===== src/rtl/sys1_pause_pkg.sv =====
// sys1_pause_pkg: shared types and constants for the System 1 pause arbiter
package sys1_pause_pkg;

    typedef enum logic [2:0] {IDLE, SYNC, QUIESCE, GRANT, RELEASE} hs_state_t;

    localparam logic [31:0] DIM_CYCLES_48M = 32'h1C9C3800;
    localparam int          SETTLE_DEFAULT = 16;

endpackage


===== src/rtl/pause_dim_timer.sv =====
// pause_dim_timer: saturating run-time counter that requests video dim after DIM_CYCLES
module pause_dim_timer
    import sys1_pause_pkg::*;
#(
    parameter logic [31:0] DIM_CYCLES = DIM_CYCLES_48M
) (
    input  logic clk_sys,
    input  logic reset_n,
    input  logic run,
    output logic dim
);

    logic [31:0] cnt;

    // count while running, clear when stopped, hold at the threshold
    always_ff @(posedge clk_sys or negedge reset_n) begin
        if (!reset_n) begin
            cnt <= '0;
            dim <= 1'b0;
        end else begin
            cnt <= !run ? '0 : (cnt >= DIM_CYCLES ? cnt : cnt + 32'd1);
            dim <= cnt >= DIM_CYCLES;
        end
    end

endmodule


===== src/rtl/pause_arbiter.sv =====
// pause_arbiter: merges user, OSD and high-score halt requests into the core PAUSE_N
module pause_arbiter
    import sys1_pause_pkg::*;
#(
    parameter logic [31:0] DIM_CYCLES = DIM_CYCLES_48M,
    parameter int          SETTLE     = SETTLE_DEFAULT,
    parameter int          CW         = 5
) (
    input  logic clk_sys,
    input  logic reset_n,
    input  logic btn_pause,
    input  logic osd_open,
    input  logic osd_pause_en,
    input  logic vblank,
    input  logic hs_req,
    output logic hs_gnt,
    output logic pause_n,
    output logic user_paused,
    output logic dim
);

    hs_state_t     state, state_nx;
    logic [CW-1:0] cnt;
    logic          btn_prev;
    logic          halt_src;

    // the FSM holds the core halted in every state past the vblank wait
    assign halt_src = user_paused | (osd_open & osd_pause_en) | (state != IDLE && state != SYNC);

    // high-score handshake next-state; an already-halted core skips the vblank wait
    always_comb begin
        state_nx = state;
        case (state)
            IDLE:    state_nx = !hs_req ? IDLE : (!pause_n ? QUIESCE : SYNC);
            SYNC:    state_nx = !hs_req ? IDLE : (vblank ? QUIESCE : SYNC);
            QUIESCE: state_nx = !hs_req ? IDLE : (cnt == CW'(SETTLE - 1) ? GRANT : QUIESCE);
            GRANT:   state_nx = hs_req ? GRANT : RELEASE;
            default: state_nx = IDLE;
        endcase
    end

    // toggle, settle counter, FSM register and registered outputs
    always_ff @(posedge clk_sys or negedge reset_n) begin
        if (!reset_n) begin
            btn_prev    <= 1'b0;
            user_paused <= 1'b0;
            state       <= IDLE;
            cnt         <= '0;
            hs_gnt      <= 1'b0;
            pause_n     <= 1'b1;
        end else begin
            btn_prev    <= btn_pause;
            user_paused <= user_paused ^ (btn_pause & ~btn_prev);
            state       <= state_nx;
            cnt         <= (state == QUIESCE) ? cnt + 1'b1 : '0;
            hs_gnt      <= state_nx == GRANT;
            pause_n     <= ~halt_src;
        end
    end

    pause_dim_timer #(.DIM_CYCLES(DIM_CYCLES)) u_dim (
        .clk_sys (clk_sys),
        .reset_n (reset_n),
        .run     (user_paused),
        .dim     (dim)
    );

endmodule


===== config.mk =====
export PLATFORM = sky130hd
export DESIGN_NAME = pause_arbiter
export DESIGN_NICKNAME = d
export VERILOG_FILES = /design/src/rtl/sys1_pause_pkg.sv /design/src/rtl/pause_dim_timer.sv /design/src/rtl/pause_arbiter.sv
export SDC_FILE = /design/constraint.sdc
export NUM_CORES = 1
export LEC_CHECK = 0
export ABC_AREA = 1
export CAP_MARGIN = 20
export CORE_UTILIZATION = 36
export CTS_CLUSTER_DIAMETER = 30
export CTS_CLUSTER_SIZE = 12
export DETAILED_ROUTE_END_ITERATION = 6
export PLACE_DENSITY_LB_ADDON = 0.05
export SETUP_SLACK_MARGIN = 0.2
export SYNTH_ARGS = -nofsm -noshare
export SYNTH_HDL_FRONTEND = slang
export SYNTH_HIERARCHICAL = 1
export SYNTH_SLANG_ARGS = --single-unit
export TNS_END_PERCENT = 50

===== constraint.sdc =====
create_clock -name clk_sys -period 2.25 [get_ports clk_sys]
set_clock_uncertainty 0.1 [all_clocks]
set_input_delay 0.45 -clock clk_sys [delete_from_list [all_inputs] [get_ports clk_sys]]
set_output_delay 0.45 -clock clk_sys [all_outputs]
set_load 0.02 [all_outputs]

==> flow_summary.json, run 1 <==
{
  "tightest_slew_ns": 0.625,
  "cts_buffers": 5,
  "yosys.area.top_type": "dfrtp_1",
  "num_vias": 2406,
  "synth_area_per_cell_sq_um": 7.04,
  "fp.dieW_microns": 89.9,
  "num_antenna_cells": 0,
  "crit_buf_inv": 1,
  "cts.clk_slew.worst_paths_ns": 0.09,
  "run_status": "finished, final reports clean",
  "crit_path_end_kind": "output port",
  "cts_tree": "built",
  "synth_top_area_share_pct": 39.6,
  "cap_violations": 0,
  "crit_path_max_incr_delay_ns": 0.59,
  "cts_resized": 0,
  "cpLargestDelayFamily": "buffers and inverters",
  "yosysMostFrequentCell": "nand2_1",
  "post-route-min-period_ns": 1.99,
  "antenna_found_initial": 0,
  "wl_microns": 6770,
  "areaGrowthSynthToFinish_pct": 9.73,
  "synthesis.nets": 406,
  "routedWlPerCell_microns": 13.4,
  "fill_cells": 775,
  "yosys-top-cells-area": "dfrtp_1 (40%), nand2_1 (19%), nor2_1 (7.6%)",
  "drtIter0Drc": 155,
  "crit_chain": "clkdlybuf4s50_1",
  "hold_ws_ns": 0.0249,
  "viasPerCell": 4.75,
  "fin_setup_tns_ns": 0,
  "grt_setup_unrepaired": "false",
  "path_class": "reg -> out",
  "syn_inst": 395,
  "required_ns": 1.70,
  "powerDensity_nw_per_um2": 602,
  "die_h_microns": 89.9,
  "drt-pass1-iter-count": 4,
  "first_global_vias": 2393,
  "layout.nets": 418,
  "fp.coreArea_sq_um": 7370,
  "ys_types": 29,
  "synth-edff-count": 0,
  "portBuffers": 10,
  "ctsHoldBuffers": 0,
  "seq_area_sq_um": 1130,
  "timing.final.crit_share_pct": 88.4,
  "cts.sinks": 45,
  "start_util_pct": 37.7,
  "yosys-top-cells-count": "nand2_1 (141), nor2_1 (56), dfrtp_1 (44), inv_1 (37), nand3_1 (27)",
  "grt_use_total_pct": 18.6,
  "drc": 0,
  "grt_start_max_net_pins": 35,
  "max_freq_mhz": 503,
  "ioPinCount": 11,
  "relSlewSlack_pct": 58.2,
  "clk_path_buf_depth": 2,
  "multi_input_area_sq_um": 1430,
  "dieArea_sq_um": 8070,
  "cp_max_fo": 3,
  "hold_path_class": "in -> async",
  "cts_root_buf": "clkbuf_8",
  "drive_gt1_share_pct": 11.8,
  "dp_hpwl_microns": 4950,
  "grt_pass1_wl_microns": 11900,
  "total_power_mw": 1.84,
  "gp_congestion": 0.881,
  "cpMaxStageDelayCell": "clkdlybuf4s50_1",
  "grt-ovfl-total": 0,
  "synth_seq_cells": 45,
  "htree_levels": 2,
  "ant_nets": 0,
  "async_flop_share_pct": 100,
  "setup_viol": 0,
  "leakagePower_nw": 1.45,
  "timing.rr.start": "u_dim/cnt[30]",
  "worst_skew_pair.late_latency_ns": 0.30,
  "synth_warnings": 6,
  "ys_seq_area_share_pct": 40.6,
  "slew_violations": 0,
  "synthesis.area_sq_um": 2780,
  "ys.flop_type": "dfrtp_1",
  "arrival_ns": 1.44,
  "finalHoldViolCount": 0,
  "irDropWorstVdd_mv": 0.297,
  "postCtsSetupBuffers": 0,
  "startpoint": "pause_n",
  "row_count": 31,
  "worstSetupStartpointType": "flop"
}
cell type report:
| cell class | count | share of cell area [%] |
|---|---|---|
| clock buffer | 7 | 2.50 |
| clock inverter | 1 | 0.246 |
| inverter | 41 | 5.21 |
| multi-input combinational | 301 | 46.7 |
| sequential | 45 | 37.0 |
| tap | 99 | 4.06 |
| timing repair buffer | 13 | 4.27 |
worst paths after layout:
check                                end  slack (ns)  cells after the start
max reg2reg                u_dim/cnt[28]        0.41                      7
max in group asynchronous  u_dim/cnt[16]        1.50                      2
min                             state[0]        0.02                      1
max                              pause_n        0.26                      1
min in group clk_sys              cnt[0]        0.37                      1
min reg2reg                       cnt[0]        0.37                      1
layout by cell type, fill, tap and decap left out, drive strengths merged, types with 7 or more instances in the layout:
master           n
nand4           26
clkdlybuf4s50    9
clkbuf           7
dfrtp           44
nand3           28
or2              9
inv             41
nor2            60
nand2          156
kinds of logic after synthesis:
group / Yosys count / synth area share (%)
simple gates: 284 / 46.2
flops: 45 / 40.6
compound gates: 9 / 1.98
xor+xnor: 4 / 1.26
fa+ha+maj: 4 / 1.80
buf+inv: 49 / 8.24
stage by stage:
step	utilization, %	worst slack [ns]	area, sq um	std cells
after global routing	41.4	0.214	3050	507
final	41.4	0.260	3050	507
after global placement	40.2	0.401	2960	499
after CTS	41.3	0.247	3050	507
after detailed placement	40.2	0.423	2960	499
after floorplan	-	0.655	2780	395
flip-flops by register name, indices dropped and copies added (netlist names):
name / count
u_dim/dim: 1
user_paused: 1
u_dim/cnt: 32
hs_gnt: 1
pause_n: 1
cnt: 5
btn_prev: 1
state: 3
power by group:
group	switching, mW	total (mW)	internal [mW]
Sequential	0.0637	0.940	0.876
Clock	0.291	0.511	0.221
Combinational	0.258	0.386	0.128
metal layers:
layer	global-route usage [%]	vias to the layer above	part of all wire [%]	wire [microns]
met3	3.05	9	2.3	153
li1	-	1268	-	-
met5	0	-	0	0
met4	6.85	0	2.1	139
met2	29.0	24	44	2970
met1	26.0	1105	52	3500
(Power assumes the default switching activity.)
==> run 2: changes to the inputs <==
- CTS_BUF_LIST: default -> sky130_fd_sc_hd__clkbuf_8 sky130_fd_sc_hd__clkbuf_16
- PLACE_DENSITY: default -> 0.6
- PLACE_DENSITY_LB_ADDON: 0.05 -> default
==> run 2 against run 1 <==
Net effect:
- sequential power barely moved
- routed wire length fell by 8.1%
- worst hold slack improved by 0.033 ns
- first-iteration DRC count fell by 3.9%
- register-to-register slack improved by 0.02 ns
- core utilization fell by 0.085 points
- die area did not move
- largest power group unchanged
==> flow_summary.json, run 2 (synthesis gave the netlist of run 1 again) <==
{
  "seq_area_sq_um": 1130,
  "multi_input_area_sq_um": 1430,
  "path_class": "reg -> out",
  "drtIter0Drc": 149,
  "power.internal_mw": 1.22,
  "first_global_vias": 2289,
  "required_ns": 1.70,
  "design_area_sq_um": 3040,
  "fp.coreArea_sq_um": 7370,
  "timing.final.crit_share_pct": 88.9,
  "areaGrowthSynthToFinish_pct": 9.50,
  "ctsHoldBuffers": 0,
  "irDropWorstVdd_mv": 0.255,
  "p_clk_share_pct": 27.8,
  "total_power_mw": 1.83,
  "tightest_slew_ns": 0.654,
  "grt_pass1_wl_microns": 10700,
  "layout.nets": 418,
  "grt-ovfl-total": 0,
  "largest_reg_flops": 32,
  "cpLargestDelayFamily": "buffers and inverters",
  "post-route-min-period_ns": 2.00,
  "setup_ws_ns": 0.251,
  "ant_nets": 0,
  "p_comb_share_pct": 20.8,
  "hold_path_class": "in -> async",
  "num_vias": 2449,
  "viasPerCell": 4.83,
  "htree_levels": 2,
  "routedWlPerCell_microns": 12.3,
  "num_antenna_cells": 0,
  "row_count": 31,
  "sequentialPowerShare_pct": 51.3,
  "start_util_pct": 37.7,
  "reg.largest.list": "u_dim/cnt x32, cnt x5, state x3",
  "max_freq_mhz": 500,
  "cp_max_fo": 3,
  "gp_congestion": 0.992,
  "cts.clk_slew.worst_paths_ns": 0.09,
  "dp_hpwl_microns": 4460,
  "arrival_ns": 1.45,
  "cts_buffers": 5,
  "p_switching_mw": 0.611,
  "crit_chain": "clkdlybuf4s50_1",
  "drt-pass1-iter-count": 4,
  "leakagePower_nw": 1.47,
  "run_status": "finished, final reports clean",
  "cap_violations": 0,
  "cts_tree": "built",
  "dieArea_sq_um": 8070,
  "fill_cells": 803,
  "cts_root_buf": "clkbuf_8",
  "relSlewSlack_pct": 56.4,
  "worst_skew_pair.late_latency_ns": 0.31,
  "portBuffers": 10,
  "grt_start_max_net_pins": 35,
  "layout_commonest_cell": "nand2_1",
  "finalHoldViolCount": 0,
  "ioPinCount": 11,
  "worstSetupStartpointType": "flop",
  "grt_setup_unrepaired": "false",
  "top_register": "u_dim/cnt",
  "antenna_found_initial": 0,
  "powerDensity_nw_per_um2": 601,
  "setup_viol": 0,
  "die_h_microns": 89.9,
  "cts.sinks": 45,
  "final_cell_mix": "nand2_1 (141), nor2_1 (56), dfrtp_1 (44)",
  "cpMaxStageDelayCell": "clkdlybuf4s50_1",
  "pre_cts_ws_ns": 0.452,
  "crit_buf_inv": 1,
  "postCtsSetupBuffers": 0,
  "r2r_setup_slack_ns": 0.43,
  "cts_resized": 0,
  "slew_violations": 0,
  "drive_gt1_share_pct": 11.8,
  "placed_area_sq_um": 2950,
  "clk_path_buf_depth": 2,
  "wl_microns": 6220,
  "grt_use_total_pct": 16.4,
  "drc": 0,
  "fp.dieW_microns": 89.9,
  "crit_path_max_incr_delay_ns": 0.60,
  "crit_path_end_kind": "output port",
  "fin_setup_tns_ns": 0,
  "p_sw_share_pct": 33.4
}
## run 2: cell types whose count changed in the layout (fill, tap and decap cells not counted), sizes merged
cell      previous run  this run
clkinvlp             1         2
inv                 41        42
clkbuf               7         5
## run 2: final cells by class
class	instances	area share [%]
inverter	41	5.22
multi-input combinational	301	46.9
clock buffer	5	2.26
timing repair buffer	13	3.87
tap	99	4.07
sequential	45	37.0
clock inverter	3	0.617
## run 2: worst paths after layout
path,start,endpoint,cells past startpoint
max,pause_n,pause_n,1
min,reset_n,cnt[2],1
max reg2reg,u_dim/cnt[0],u_dim/cnt[28],9
min reg2reg,cnt[0],cnt[0],1
max in group asynchronous,reset_n,u_dim/cnt[24],2
min in group clk_sys,cnt[0],cnt[0],1
## run 2: stage by stage
stage / util, % / hold slack, ns / instances
floorplan: - / 0.0544 / 395
global placement: 40.0 / 0.350 / 499
detailed placement: 40.0 / 0.356 / 499
CTS: 41.2 / 0.0764 / 507
global route: 41.3 / 0.100 / 507
finish: 41.3 / 0.0581 / 507
## run 2: metal layers
metal	track usage, %	share of wire [%]	vias up
met3	3.64	3.6	10
met2	27.1	46	38
li1	-	-	1268
met4	5.24	2.0	0
met1	21.3	49	1133
met5	0	0	-
## run 2: power groups by stage
stage / clock network (mW) / registers (mW) / logic [mW]
final: 0.509 / 0.939 / 0.381
after global routing: 0.562 / 0.949 / 0.433
after CTS: 0.537 / 0.939 / 0.389
after detailed placement: 0 / 0.955 / 0.387
after global placement: 0 / 0.954 / 0.380
after floorplan: 0 / 0.979 / 0.219
==> run 3: changes to the inputs <==
- CORE_UTILIZATION: 36 -> 40
- PLACE_DENSITY: 0.6 -> 0.64
- clock period: 2.25 -> 2 ns (I/O delays scaled with it)
==> run 3 against run 2 <==
Net effect:
- worst hold slack gained 0.29 ns
- total power grew 22%
- flip-flop and latch count is the same
- combinational power grew 21%
- largest cell class unchanged
- worst setup slack lost 0.022 ns
- highest routed layer unchanged
==> flow_summary.json, run 3 (synthesis gave the netlist of run 1 again) <==
{
  "run_status": "finished, final reports clean",
  "fin_setup_tns_ns": 0,
  "crit_path_end_kind": "output port",
  "row_count": 30,
  "start_util_pct": 41.1,
  "drt-pass1-iter-count": 4,
  "crit_chain": "clkdlybuf4s50_1",
  "final_cell_mix": "nand2_1 (141), nor2_1 (56), dfrtp_1 (44)",
  "routedWlPerCell_microns": 13.1,
  "htree_levels": 2,
  "drtIter0Drc": 167,
  "drive_gt1_share_pct": 14.1,
  "top_register": "u_dim/cnt",
  "layout.nets": 427,
  "fp.dieW_microns": 85.4,
  "ant_nets": 0,
  "viasPerCell": 5.10,
  "cpMaxStageDelayCell": "clkdlybuf4s50_1",
  "gp_congestion": 0.935,
  "largest_reg_flops": 32,
  "clk_path_buf_depth": 2,
  "grt-ovfl-total": 0,
  "cts.clk_slew.worst_paths_ns": 0.09,
  "first_global_vias": 2328,
  "path_class": "reg -> out",
  "cts.sinks": 45,
  "cts_buffers": 5,
  "ioPinCount": 11,
  "die_h_microns": 85.4,
  "seq_area_sq_um": 1130,
  "slew_violations": 0,
  "total_power_mw": 2.24,
  "areaGrowthSynthToFinish_pct": 12.2,
  "timing.rr.start": "u_dim/cnt[0]",
  "reg2regPathDepth": 8,
  "setup_viol": 0,
  "cts_root_buf": "clkbuf_8",
  "finalHoldViolCount": 0,
  "arrival_ns": 1.27,
  "r2r_setup_slack_ns": 0.28,
  "fp.coreArea_sq_um": 6760,
  "worstSetupStartpointType": "flop",
  "post-route-min-period_ns": 1.77,
  "hold_path_class": "in -> async",
  "dieArea_sq_um": 7280,
  "drc": 0,
  "dp_hpwl_microns": 4630,
  "fill_cells": 685,
  "leakagePower_nw": 1.52,
  "grt_start_max_net_pins": 35,
  "irDropWorstVdd_mv": 0.289,
  "crit_path_max_incr_delay_ns": 0.60,
  "reg.largest.list": "u_dim/cnt x32, cnt x5, state x3",
  "grt_pass1_wl_microns": 11000,
  "grt_use_total_pct": 19.2,
  "final_util_pct": 46.1,
  "required_ns": 1.50,
  "relSlewSlack_pct": 73.0,
  "cp_max_fo": 2,
  "portBuffers": 10,
  "num_vias": 2535,
  "antenna_found_initial": 0,
  "worst_skew_pair.late_latency_ns": 0.31,
  "grt_setup_unrepaired": "true",
  "powerDensity_nw_per_um2": 718,
  "timing.rr.end": "u_dim/cnt[7]",
  "multi_input_area_sq_um": 1430,
  "cts_tree": "built",
  "tightest_slew_ns": 0.405,
  "num_antenna_cells": 0,
  "layout_commonest_cell": "nand2_1",
  "cpLargestDelayFamily": "buffers and inverters",
  "crit_buf_inv": 1,
  "max_freq_mhz": 565,
  "timing.final.crit_share_pct": 88.6,
  "wl_microns": 6490,
  "cap_violations": 0
}
run 3: cell count changes in the layout (fill, tap and decap cells not counted), sizes merged:
| cell | previous run | this run |
|---|---|---|
| buf | 4 | 12 |
| dlygate4sd3 | 0 | 1 |
| inv | 42 | 41 |
| clkinvlp | 2 | 1 |
| bufinv | 0 | 1 |
| clkdlybuf4s50 | 9 | 8 |
| dlygate4sd2 | 0 | 1 |
| clkinv | 0 | 1 |
run 3: area by class of cell:
| cell class | count | area share (%) |
|---|---|---|
| multi-input combinational | 301 | 45.9 |
| clock buffer | 5 | 2.21 |
| clock inverter | 3 | 1.48 |
| sequential | 45 | 36.2 |
| inverter | 41 | 5.10 |
| tap | 80 | 3.21 |
| timing repair buffer | 22 | 5.98 |
run 3: worst max path at each step:
stage	from	endpoint	slack, ns	cells past startpoint
global route	user_paused	user_paused	0.20	1
global placement	u_dim/cnt[30]	u_dim/cnt[13]	0.27	7
floorplan	u_dim/cnt[0]	u_dim/cnt[8]	0.41	8
CTS	u_dim/cnt[0]	u_dim/cnt[28]	0.20	9
finish	user_paused	user_paused	0.23	1
detailed placement	u_dim/cnt[30]	u_dim/cnt[28]	0.22	7
run 3: metal layers:
layer	up-vias	wire length, microns	global-route usage [%]
met5	-	0	0
met4	0	169	7.12
met3	15	263	4.57
met2	50	3050	30.8
met1	1183	3010	25.2
li1	1287	-	-
run 3: power breakdown:
part	switching (mW)	internal (mW)
combinational	0.300	0.161
sequential	0.0710	0.985
clock	0.346	0.374
total	0.717	1.52
run 3: what timing repair did:
item,CTS,global route
setup buffers,0,2
hold buffers,1,0
endpoints found under the setup margin,1,30
gates resized for setup,1,3
hold endpoints to repair,5,0
run 3: through the flow:
step	worst slack (ns)	area [sq um]	instances	hold slack, ns
final	0.229	3120	497	0.344
after global routing	0.199	3120	497	0.363
after CTS	0.202	3100	495	0.344
after detailed placement	0.224	2970	486	0.150
after global placement	0.265	2970	486	0.150
after floorplan	0.405	2780	395	0.00441
run 3: worst register-to-register path: stages (launching register included):
cell     delay [ns]
dfrtp_1        0.42
buf_4          0.15
inv_1          0.15
nor2_4         0.09
nand2_1        0.15
inv_1          0.12
or2_2          0.29
nand4_1        0.09
nand2_1        0.06
